**src/rtl/alu_issue.sv**
```systemverilog
// Three-cycle issue stage: decodes one instruction, presents registered operands
// to an external combinational ALU and writes its result back into a 4x16 register file.
module alu_issue (
    input  logic        clk,
    input  logic        reset_n,
    input  logic        in_valid,
    output logic        in_ready,
    input  logic [9:0]  instr,
    output logic [2:0]  alu_op,
    output logic [15:0] alu_a,
    output logic [15:0] alu_b,
    input  logic [15:0] alu_out,
    input  logic        alu_zero,
    output logic        wb_en,
    output logic [1:0]  wb_addr,
    output logic [15:0] wb_data,
    output logic        zflag,
    input  logic [1:0]  rd_addr,
    output logic [15:0] rd_data
);

    typedef enum logic [1:0] {
        IDLE = 2'd0,
        EXEC = 2'd1,
        WB   = 2'd2
    } state_t;

    localparam logic [2:0] OP_NIBBLE = 3'd2;
    localparam logic [2:0] OP_SPLIT  = 3'd4;
    localparam logic [2:0] OP_MOD2   = 3'd5;
    localparam logic [2:0] OP_PASSB  = 3'd6;
    localparam logic [2:0] OP_LI     = 3'd7;

    state_t      state, state_nxt;
    logic [15:0] regs [4];
    logic [1:0]  rd_q;

    logic [2:0]  opc;
    logic [1:0]  rd, rs;
    logic [2:0]  imm3;
    logic [2:0]  op_nxt;
    logic [15:0] b_nxt;
    logic        accept;

    assign opc  = instr[9:7];
    assign rd   = instr[6:5];
    assign rs   = instr[4:3];
    assign imm3 = instr[2:0];

    assign in_ready = (state == IDLE);
    assign accept   = in_ready && in_valid;
    assign rd_data  = regs[rd_addr];

    // NOTE: the state register uses non-blocking assignment so every flop
    // samples pre-edge values; blocking here would create order-dependent races.
    always_ff @(posedge clk or negedge reset_n) begin
        if (!reset_n) state <= IDLE;
        else          state <= state_nxt;
    end

    // NOTE: state_nxt gets a default before the case so no path leaves it
    // unassigned, which would otherwise infer a latch.
    always_comb begin
        state_nxt = state;
        case (state)
            IDLE:    if (in_valid) state_nxt = EXEC;
            EXEC:    state_nxt = WB;
            WB:      state_nxt = IDLE;
            default: state_nxt = IDLE;
        endcase
    end

    // Operand-B selection; LI is folded into pass-B with the immediate as B.
    always_comb begin
        op_nxt = opc;
        b_nxt  = regs[rs];
        case (opc)
            OP_NIBBLE: b_nxt = {14'b0, imm3[1:0]};
            OP_SPLIT:  b_nxt = {15'b0, imm3[0]};
            OP_MOD2:   b_nxt = 16'h0000;
            OP_LI: begin
                op_nxt = OP_PASSB;
                b_nxt  = {13'b0, imm3};
            end
            default: ;
        endcase
    end

    // NOTE: the register file is reset explicitly because software-visible
    // state must read zero after reset; this keeps it out of plain RAM macros.
    always_ff @(posedge clk or negedge reset_n) begin
        if (!reset_n) begin
            for (int i = 0; i < 4; i++) regs[i] <= '0;
            alu_op  <= '0;
            alu_a   <= '0;
            alu_b   <= '0;
            rd_q    <= '0;
            wb_en   <= 1'b0;
            wb_addr <= '0;
            wb_data <= '0;
            zflag   <= 1'b0;
        end else begin
            wb_en <= (state == EXEC);
            if (accept) begin
                alu_op <= op_nxt;
                alu_a  <= regs[rd];
                alu_b  <= b_nxt;
                rd_q   <= rd;
            end
            // Result is captured at the end of EXEC, before the next operand read.
            if (state == EXEC) begin
                regs[rd_q] <= alu_out;
                wb_addr    <= rd_q;
                wb_data    <= alu_out;
                zflag      <= alu_zero;
            end
        end
    end

endmodule

```
**config.mk**
```make
export PLATFORM = sky130hd
export DESIGN_NAME = alu_issue
export DESIGN_NICKNAME = d
export VERILOG_FILES = /design/src/rtl/alu_issue.sv
export SDC_FILE = /design/constraint.sdc
export NUM_CORES = 1
export LEC_CHECK = 0
export ABC_AREA = 1
export CAP_MARGIN = 20
export CORE_MARGIN = 2
export CORE_UTILIZATION = 25
export DETAILED_ROUTE_END_ITERATION = 16
export PLACE_DENSITY = 0.43
export REMOVE_ABC_BUFFERS = 1
export SLEW_MARGIN = 20
export SYNTH_ARGS = -nofsm -noshare
export SYNTH_HDL_FRONTEND = slang
export SYNTH_SLANG_ARGS = --single-unit
```
**constraint.sdc**
```tcl
create_clock -name clk -period 1.4 [get_ports clk]
set_input_delay 0.14 -clock clk [delete_from_list [all_inputs] [get_ports clk]]
set_output_delay 0.14 -clock clk [all_outputs]
set_load 0.01 [all_outputs]
```
Word-level counts from Yosys, hierarchy flattened
Cells that the tools add are included.
- order comparisons: 5
- eq/ne operators: 6
- muxes and demuxes: 16
- bitwise operators: 4
- reduce and logical (&&, ||, !) cells: 3
- operators by type and width (cell ; count):
    $mux 16 ; 7
    $bmux 16 s2 ; 3
    $bwmux 64 ; 1
    $pmux 16 s4 ; 1
    $demux 16 s2 ; 1
    $ge 3x3->1 const B ; 4
    $not 2->3 ; 4
    $eq 3x3->1 const B ; 3
    $pmux 2 s2 ; 1
    $eq 3x2->1 const B ; 1
    $lt 3x1->1 const B ; 1
    $mux 3 ; 1
    $eq 2x1->1 const B ; 1
    $logic_and 1x1->1 ; 2
    $logic_not 2->1 ; 1
    $mux 2 ; 1
    $ne 2x2->1 const B ; 1
- flip-flop bits (word level): 123
- input bits: 32
- word-level logic and storage cells: 47

Longest topological paths before layout
- depth in word-level cells: 6
- gate-level depth with buffers: 8

Worst setup path before layout
OpenSTA, ideal clock, no wires.
- path kind: register to register
- start: register state[1]
- end: register alu_b[2]
- library setup time: 121 ps
- data arrival time: 1083 ps
- required time: 1279 ps
- setup slack: 196 ps
- stages on the path, launching flop included: 6
- path buffers: 1
- cells stage by stage: dfrtp_1 -> nor2_4 -> nand2_4 -> buf_2 -> a21oi_1 -> nand2_1
- word-level cells in the longest chain between the ends: 2
- RTL lines (what ; line ; source):
    start, declared ; 34 ; state_t state, state_nxt;
    start signal, assigned ; 58 ; else state <= state_nxt;
    $logic_not 2->1 ; 50 ; assign in_ready = (state == IDLE);
    named net in_ready ; 7 ; output logic in_ready,
    $logic_and 1x1->1 ; 51 ; assign accept = in_ready && in_valid;
    end signal, assigned ; 107 ; alu_b <= b_nxt;
    end, declared ; 11 ; output logic [15:0] alu_b,
The timed path passes the listed nets, and every way through them passes these cells.
A chain may end at the register's enable or synchronous reset.

Final worst setup path
- start: register regs[34] (netlist bit)
- end: output port rd_data[2]
- word-level cells in the longest chain between the ends: 3
- RTL lines (what ; line ; source):
    start, declared ; 35 ; logic [15:0] regs [4];
    start signal, assigned by index ; 112 ; regs[rd_q] <= alu_out;
    $bmux 16 s2 ; 52 ; assign rd_data = regs[rd_addr];
    $mux 16 (implied by the code) (2 in a row) ; 52 ;
    end, declared ; 19 ; output logic [15:0] rd_data
Every way passes these cells. The select of a mux whose other input is x is not followed.

==> flow_summary_export.csv <==
group,metric,value,unit
critical_path,cp.arrival,1.31,ns
routing,wl_per_cell,16.8,um
floorplan,placementRows,56,
floorplan,initial_core_util,25.5,%
finish,layout.cells.non_filler,1295,
routing,drtIter0Drc,359,
clocking,clock-root-buffer,"clkbuf_16",
logic_synthesis,ys_seq_area_share,51.5,%
sta,setup_slack,-0.0525,ns
floorplan,fp.dieW,159,um
pwr,cellPowerDensity,1920,nW/um2
routing,post_drt_via_cell_ratio,4.56,
logic_synthesis,avgSynthCellArea,7.87,um2
place,placedInstanceArea,8210,um2
outcome,violations,"setup timing",
floorplan,fp.dieArea,25200,um2
sta,fmax,688,MHz
logic_synthesis,ys_seq_elements,123,
routing,num_vias,5899,
floorplan,io-pin-count,104,
finish,drive_above_1_share,24.1,%
critical_path,worstSetupPathType,"flip-flop to primary output",
place,place_ws,-0.604,ns
routing,drtAntennaViolNets,0,
place,place_hpwl,14.3,mm
logic_synthesis,synthesis.area,5980,um2
sta,slew_headroom,72.9,%
sta,setup_viol_count_final,10,
routing,routed_wirelength,21.7,mm
sta,period_needed,1.45,ns
grt,grt_pass1_vias,5691,
place,routabilityCongestion,0.819,
place,port_buffers,103,
sta,fin_crit_sh,104,%
routing,drtPass1Iterations,6,
sta,grt_setup_unrepaired,"true",
clocking,cts_tree,"yes",
sta,clock_skew,0.00670,ns
hold_path,min-delay-path-class,"input pin to asynchronous set/reset pin",
finish,final_design_area_no_fill,8980,um2
clocking,insertion_delay,0.42,ns
place,placed_cells,1248,
pwr,total_leakage_power,4.35,nW
sta,drv_slew,0,
floorplan,coreArea,23500,um2
flow_run,maxCapViolations,0,
critical_path,worstPathRequired,1.26,ns
pwr,max-vdd-ir-drop,0.000833,V
logic_synthesis,yosysWarnings,0,
finish,diodes,0,
pwr,finalPower,0.0172,W
floorplan,die_h,159,um
grt,grt_max_degree,37,
grt,overflow,0,
finish,nets,995,
outcome,outcome,"complete, but fails checks",
grt,grtUsageTotal,17.4,%
finish,areaGrowthSynthToFinish,50.3,%
sta,worstMarginPinSlew,0.406,ns
clocking,cts_buffer_depth,2,
clocking,htreeDepth,4,
critical_path,end_kind,"primary output",
logic_synthesis,netlist_instances,760,
logic_synthesis,ys_types,24,
routing,drc,0,
sta,hold_viol,0,
critical_path,start_kind,"flip-flop",
grt,grt_pass1_wl,32.7,mm
clocking,cts.clk_slew.worst_paths,0.06,ns
clocking,cts_num_sinks,123,
grt,antenna_found_initial,1,
critical_path,crit_fanout,2,
clocking,numCtsBuffers,17,
[where the power goes]
part / leakage [nW] / switching (W) / total, W / internal, W
combinational: 2.58 / 0.00337 / 0.00684 / 0.00348
clock: 0.293 / 0.00169 / 0.00444 / 0.00275
sequential: 1.48 / 0.000916 / 0.00597 / 0.00505
total: 4.35 / 0.00597 / 0.0172 / 0.0113
[metrics by stage]
step | util [%] | TNS, ns | hold WS, ns
after floorplan | - | -16.29 | -0.156
after global placement | 35.0 | -11.94 | 0.0849
after detailed placement | 35.0 | -11.70 | 0.0811
after CTS | 37.3 | -0.131 | 0.205
after global routing | 38.3 | -0.713 | 0.238
final | 38.3 | -0.146 | 0.202
[cell usage in the layout (no fill, tap or decap), types with 19 or more instances in the layout]
cell and n:
dlygate4sd2_1 57, a21oi_1 26, buf_4 103, clkbuf_16 19, dfrtp_1 122, nand3_1 46
nor2_1 85, clkdlybuf4s50_1 28, inv_1 29, o21ai_1 85, o21ai_0 41, nand2_1 196
[final timing paths]
| check | from | end | slack [ns] | cells past startpoint |
|---|---|---|---|---|
| worst max-delay path | regs[34] | rd_data[2] | -0.05 | 5 |
| worst max register to register | state[1] | regs[1] | -0.01 | 6 |
| worst min-delay path | reset_n | alu_b[0] | 0.20 | 2 |
| min in group clk | alu_zero | zflag | 0.32 | 2 |
| worst min register to register | alu_a[11] | alu_a[11] | 0.47 | 2 |
| max in group asynchronous | reset_n | regs[1] | 0.60 | 3 |
[repair_timing]
action	CTS	global route
pin swaps	10	15
hold buffers	1	0
cloned	0	3
gates resized for setup	158	42
setup buffers	6	5
endpoints found under the hold margin	81	0
setup endpoints to repair	72	82
[synth_stat cells]
cell type / number / area (um2)
nand2_1: 212 / 796
dfrtp_1: 123 / 3080
nor2_1: 87 / 327
o21ai_0: 68 / 340
o21ai_1: 67 / 335
nand3_1: 46 / 230
inv_1: 30 / 113
a21oi_1: 29 / 145
buf_2: 29 / 145
clkbuf_1: 14 / 52.6
o22ai_1: 14 / 87.6
o211ai_1: 13 / 97.6
or2_2: 7 / 43.8
buf_6: 4 / 45.0
inv_2: 4 / 15.0
nand3_2: 4 / 40.0
nor2_4: 2 / 22.5
buf_1: 1 / 3.75
buf_4: 1 / 7.51
mux2_1: 1 / 11.3
nand2_4: 1 / 11.3
nor2_8: 1 / 20.0
nor3_1: 1 / 5.00
o21a_1: 1 / 7.51
[flip-flops by register name, indices dropped and copies added (netlist names)]
signal   count
alu_a       16
alu_b       16
alu_op       3
rd_q         2
regs        64
state        2
wb_addr      2
wb_data     16
wb_en        1
zflag        1
[cell type report]
class                   instances  area (um2)
well taps                     319         399
inverters                      34         128
clock inverters                11         119
clock buffers                  21         470
repair buffers                233        2120
multi-input cells             554        2670
fillers                      2486       14500
flip-flops and latches        123        3080
[critical path, cell delays in order, from the launching register on]
cell	delay (ns)
dfrtp_1	0.35
inv_2	0.04
o21ai_1	0.12
a21oi_1	0.06
a21oi_1	0.16
buf_2	0.17
[kinds of logic after synthesis]
kind of cell / synth area share, %
muxes: 0.188
buffers and inverters: 6.38
DFF: 51.5
AOI/OAI and AO/OA: 16.9
and+or+nand+nor: 25.0
[per-layer routing]
metal / global-route usage [%] / share of wire, % / up-vias
li1: - / - / 2916
met1: 24.0 / 48 / 2828
met2: 27.9 / 46 / 130
met3: 3.05 / 4.5 / 23
met4: 4.93 / 1.3 / 2
met5: 0 / 0.083 / -
Power figures use the tool's default switching activity.
==> patch 1 (same settings) <==
The 3 states of `state_t` get a one-hot encoding in 3 bits.
--- a/src/rtl/alu_issue.sv
+++ b/src/rtl/alu_issue.sv
@@ -21,6 +21,6 @@
 
-    typedef enum logic [1:0] {
-        IDLE = 2'd0,
-        EXEC = 2'd1,
-        WB   = 2'd2
+    typedef enum logic [2:0] {
+        IDLE = 3'b001,
+        EXEC = 3'b010,
+        WB   = 3'b100
     } state_t;
Function: same outputs for any inputs over 4 cycles, from zero or initial values and one cycle with reset_n low; so few cycles prove little.
==> patch 1 against the original RTL <==
The run still ends with setup timing left; setup slack got worse by 31 ps; design area increased by 10%; total power increased by 19%; sequential cell count increased by 1; critical endpoint is now regs[19]$_DFFE_PN0P_; synthesized area increased by 0.23%; critical path depth increased by 2; routed wire length increased by 12%; synthesized cell count increased by 5.1%; highest routed layer is now met4; via count increased by 4.6%.
==> patch 1: results (changes against the original RTL) <==
.. list-table::
   :header-rows: 1

   * - Metric
     - Value
   * - Status
     - complete, but fails checks (unchanged)
   * - Failing checks
     - setup timing (unchanged)
   * - Fraction of layout instances using a drive strength above 1
     - 0.3173 (was 0.2408)
   * - Number of global-route vias before repair
     - 5,774 (was 5,691)
   * - Final clock skew
     - 11.34 ps (was 6.698 ps)
   * - Hpwl dp
     - 14,500 microns (was 14,320 microns)
   * - Initial antenna violation count
     - 0 (was 1)
   * - Cell at the slowest stage of the critical path
     - sky130_fd_sc_hd__dfstp_2 (was sky130_fd_sc_hd__dfrtp_1)
   * - Wire length on met2
     - 11,640 microns (was 10,000 microns)
   * - Sequential fraction of the synthesis area
     - 0.5180 (was 0.5148)
   * - Critical Path AT
     - 1790 ps (was 1310 ps)
   * - Cell family contributing the most delay on the critical path
     - buffers and inverters (was flip-flops)
   * - Crit path setup slack, layout
     - -83.19 ps (was -52.48 ps)
   * - Routed wire per std cell
     - 18.10 microns (was 16.78 microns)
   * - GRT Util Overall
     - 0.1711 (was 0.1737)
   * - Top routing layer used
     - met4 (was met5)
   * - Layout Nets
     - 1,040 (was 995)
   * - Most area-consuming cells after synthesis
     - sky130_fd_sc_hd__dfrtp_1 (51%), sky130_fd_sc_hd__nand2_1 (16%), sky130_fd_sc_hd__o21ai_0 (12%), sky130_fd_sc_hd__nor2_1 (5.6%), sky130_fd_sc_hd__nand3_1 (4.6%) (was sky130_fd_sc_hd__dfrtp_1 (51%), sky130_fd_sc_hd__nand2_1 (13%), sky130_fd_sc_hd__o21ai_0 (5.7%), sky130_fd_sc_hd__o21ai_1 (5.6%), sky130_fd_sc_hd__nor2_1 (5.5%))
   * - Accumulated negative setup slack
     - -2819 ps (was -146.2 ps)
   * - Most numerous cell types in the synthesized netlist
     - sky130_fd_sc_hd__nand2_1 (262), sky130_fd_sc_hd__o21ai_0 (147), sky130_fd_sc_hd__dfrtp_1 (123), sky130_fd_sc_hd__nor2_1 (90), sky130_fd_sc_hd__nand3_1 (55) (was sky130_fd_sc_hd__nand2_1 (212), sky130_fd_sc_hd__dfrtp_1 (123), sky130_fd_sc_hd__nor2_1 (87), sky130_fd_sc_hd__o21ai_0 (68), sky130_fd_sc_hd__o21ai_1 (67))
   * - Final number of setup-violating endpoints
     - 78 (was 10)
   * - Fillers
     - 2,408 (was 2,486)
   * - Detailed-router iteration count before antenna repair
     - 5 (was 6)
   * - Minimum setup slack after placement
     - -642.0 ps (was -603.9 ps)
   * - Vias
     - 6,172 (was 5,899)
   * - Wire length of the first global-routing pass
     - 33,440 microns (was 32,700 microns)
   * - Leakage
     - 0.004808 uW (was 0.004351 uW)
-- patch 1: changes by cell type in the layout (fill, tap and decap cells not counted), sizes merged, moves of 2 or more --
cell and change:
clkinv -4, nand3 +5, o21ai +13, nand4 +3, o211ai -12, inv +4
a21oi -20, or2 -7, bufinv +2, nand2 +49, clkbuf +12
-- patch 1: worst reg2reg max path, delay by kind of cell (launching register included) --
kind | cells | cell delay, ps
buf+inv | 3 | 540
simple gates | 3 | 390
flops | 1 | 370
compound gates | 1 | 50
-- patch 1: path summary, 6_finish.rpt --
path                       slack [ps]                 start              endpoint  cells past startpoint
setup / recovery                  -80  state[0]$_DFFE_PN1P_  regs[19]$_DFFE_PN0P_                      7
hold / removal                    190               reset_n     zflag$_DFFE_PN0P_                      2
setup reg to reg                  -80  state[0]$_DFFE_PN1P_  regs[19]$_DFFE_PN0P_                      7
hold reg to reg                   470  alu_b[8]$_DFFE_PN0P_  alu_b[8]$_DFFE_PN0P_                      2
max in group asynchronous         680               reset_n  regs[31]$_DFFE_PN0P_                      3
min in group clk                  260              alu_zero     zflag$_DFFE_PN0P_                      3
-- patch 1: power by group --
group / switching [uW] / internal (uW) / total, uW
clock network: 1650 / 3020 / 4670
logic: 4790 / 4670 / 9460
registers: 1120 / 5350 / 6460
total: 7560 / 13000 / 20600
-- patch 1: what timing repair did --
action                                 4_1_cts  5_1_grt
pin swaps                                   10       24
endpoints found under the hold margin      123        0
buffers inserted                             2        7
hold buffers                                 1        0
setup endpoints to repair                  102      122
cloned                                       2       15
gates resized for setup                    166      258
-- patch 1: final cells by class --
class                   count  area, sq um  share of cell area
clock inverters             8        142.6             0.01441
multi-input cells         586         3186              0.3219
well taps                 319        399.1             0.04033
inverters                  39        163.9             0.01656
clock buffers              24        461.7             0.04666
flip-flops and latches    124         3104              0.3137
repair buffers            240         2439              0.2464
-- patch 1: stage by stage --
stage                     total power (uW)  hold WS [ps]  std cells
after floorplan                       9683        -155.6        749
after global placement               14510         53.38       1281
after detailed placement             14540         51.79       1281
after CTS                            18890         186.4       1318
after global routing                 22050         209.7       1340
final                                20590         185.2       1340
-- patch 1: kinds of logic (layout without fill, tap and decap cells) --
kind of cell,Yosys count,after routing,synth area share
AND/OR/NAND/NOR,413,413,0.2752
AO/OA/AOI/OAI,173,173,0.1482
flip-flops,124,124,0.5180
buffers and inverters,89,311,0.05866
-- patch 1: metal layers --
| layer | vias up | track usage |
|---|---|---|
| li1 | 3032 | - |
| met1 | 2960 | 0.2290 |
| met2 | 163 | 0.2801 |
| met3 | 17 | 0.04075 |
| met4 | 0 | 0.03962 |
| met5 | - | 0 |
==> patch 2 (same flow settings) <==
Without the edit above. Reset style: synchronous (`reset_n`), changed in 2 clocked blocks.
--- a/src/rtl/alu_issue.sv
+++ b/src/rtl/alu_issue.sv
@@ -55,3 +55,3 @@
     // samples pre-edge values; blocking here would create order-dependent races.
-    always_ff @(posedge clk or negedge reset_n) begin
+    always_ff @(posedge clk) begin
         if (!reset_n) state <= IDLE;
@@ -90,3 +90,3 @@
     // state must read zero after reset; this keeps it out of plain RAM macros.
-    always_ff @(posedge clk or negedge reset_n) begin
+    always_ff @(posedge clk) begin
         if (!reset_n) begin
Function: differs if reset_n is asserted again (counterexample within 4 cycles, from zero or initial values and one cycle with reset_n low); with reset_n held inactive, the same outputs for 4 cycles.
==> patch 2 against the original RTL <==
The run still ends with setup timing left; synthesized cell count up 6.7%; synthesized area up 3.6%; via count down 3.8%; setup slack better by 36 ps; design area down 2.0%; sequential cell count unchanged; critical endpoint is now regs[3][13]$_DFFE_PP_; routed wire length down 2.9%.
Power is not compared: it rests on default switching activity, and its combinational part moved more than twofold at a synthesized area within 25%.
==> patch 2: results (changes against the original RTL) <==
.. list-table::
   :header-rows: 1

   * - Metric
     - Value
   * - Routed wire per std cell
     - 16.07 microns (was 16.78 microns)
   * - Final clock skew
     - 7.509 ps (was 6.698 ps)
   * - Launch point of the critical path
     - state[0]$_SDFFE_PN0P_ (was regs[34]$_DFFE_PN0P_)
   * - # placed instances
     - 1,265 (was 1,248)
   * - Buffers inserted by post-CTS timing repair
     - 11 (was 6)
   * - Critical Path AT
     - 1540 ps (was 1310 ps)
   * - Post-Syn Instances
     - 811 (was 760)
   * - Layout Nets
     - 1,008 (was 995)
   * - Max stage delay on crit path
     - 370 ps (was 350 ps)
   * - Most area-consuming cells after synthesis
     - sky130_fd_sc_hd__edfxtp_1 (31%), sky130_fd_sc_hd__dfxtp_1 (19%), sky130_fd_sc_hd__nand2_1 (12%), sky130_fd_sc_hd__nor2_1 (8.3%), sky130_fd_sc_hd__a21oi_1 (6.5%) (was sky130_fd_sc_hd__dfrtp_1 (51%), sky130_fd_sc_hd__nand2_1 (13%), sky130_fd_sc_hd__o21ai_0 (5.7%), sky130_fd_sc_hd__o21ai_1 (5.6%), sky130_fd_sc_hd__nor2_1 (5.5%))
   * - Final estimated routing congestion in global placement
     - 0.7722 (was 0.8185)
   * - Minimum setup slack after placement
     - -591.6 ps (was -603.9 ps)
   * - Final number of setup-violating endpoints
     - 15 (was 10)
   * - Area post-placement
     - 0.008044 sq mm (was 0.008208 sq mm)
   * - Number of distinct library cell variants in the gate-level netlist after synthesis
     - 23 (was 24)
   * - Worst hold slack after final layout
     - 258.7 ps (was 201.6 ps)
   * - Crit path setup slack, layout
     - -16.01 ps (was -52.48 ps)
   * - Status
     - complete, but fails checks (unchanged)
   * - Crit path capture
     - regs[3][13]$_DFFE_PP_ (was rd_data[2])
   * - Maximum number of pins on one net before global-route repair
     - 66 (was 37)
   * - CTS resizes
     - 159 (was 158)
   * - Detailed-router iteration count before antenna repair
     - 4 (was 6)
   * - Failing checks
     - setup timing (unchanged)
   * - Class of the worst hold path
     - in2reg (was in2async)
   * - Maximum fanout count along the critical path
     - 6 (was 2)
   * - Vias
     - 5,677 (was 5,899)
   * - RR Startpoint
     - state[0]$_SDFFE_PN0P_ (was state[1]$_DFFE_PN0P_)
   * - Hpwl dp
     - 13,670 microns (was 14,320 microns)
   * - Wire length of the first global-routing pass
     - 31,930 microns (was 32,700 microns)
patch 2: worst max-delay path: cells and delay by family (launching register included):
family	cells	cell delay, ps
AOI/OAI and AO/OA	1	300
buffers and inverters	2	340
DFF	1	370
and+or+nand+nor	1	110
patch 2: per-layer routing:
layer  GRT usage  part of all wire
met1      0.2107              0.46
met2      0.2756              0.47
met3     0.03338             0.051
met4     0.05804             0.019
met5           0                 0
patch 2: kinds of logic (layout without fill, tap and decap cells):
| group | after synthesis | in the layout | synth area share |
|---|---|---|---|
| buf+inv | 150 | 328 | 0.1105 |
| simple gates | 393 | 393 | 0.2624 |
| flops | 123 | 123 | 0.5010 |
| compound gates | 145 | 145 | 0.1261 |
patch 2: area by class of cell:
cell class / instances / area share
clock inverters: 8 / 0.01009
clock buffers: 24 / 0.05697
repair buffers: 197 / 0.2059
well taps: 324 / 0.04603
flip-flops and latches: 123 / 0.3525
multi-input cells: 538 / 0.2850
inverters: 99 / 0.04361
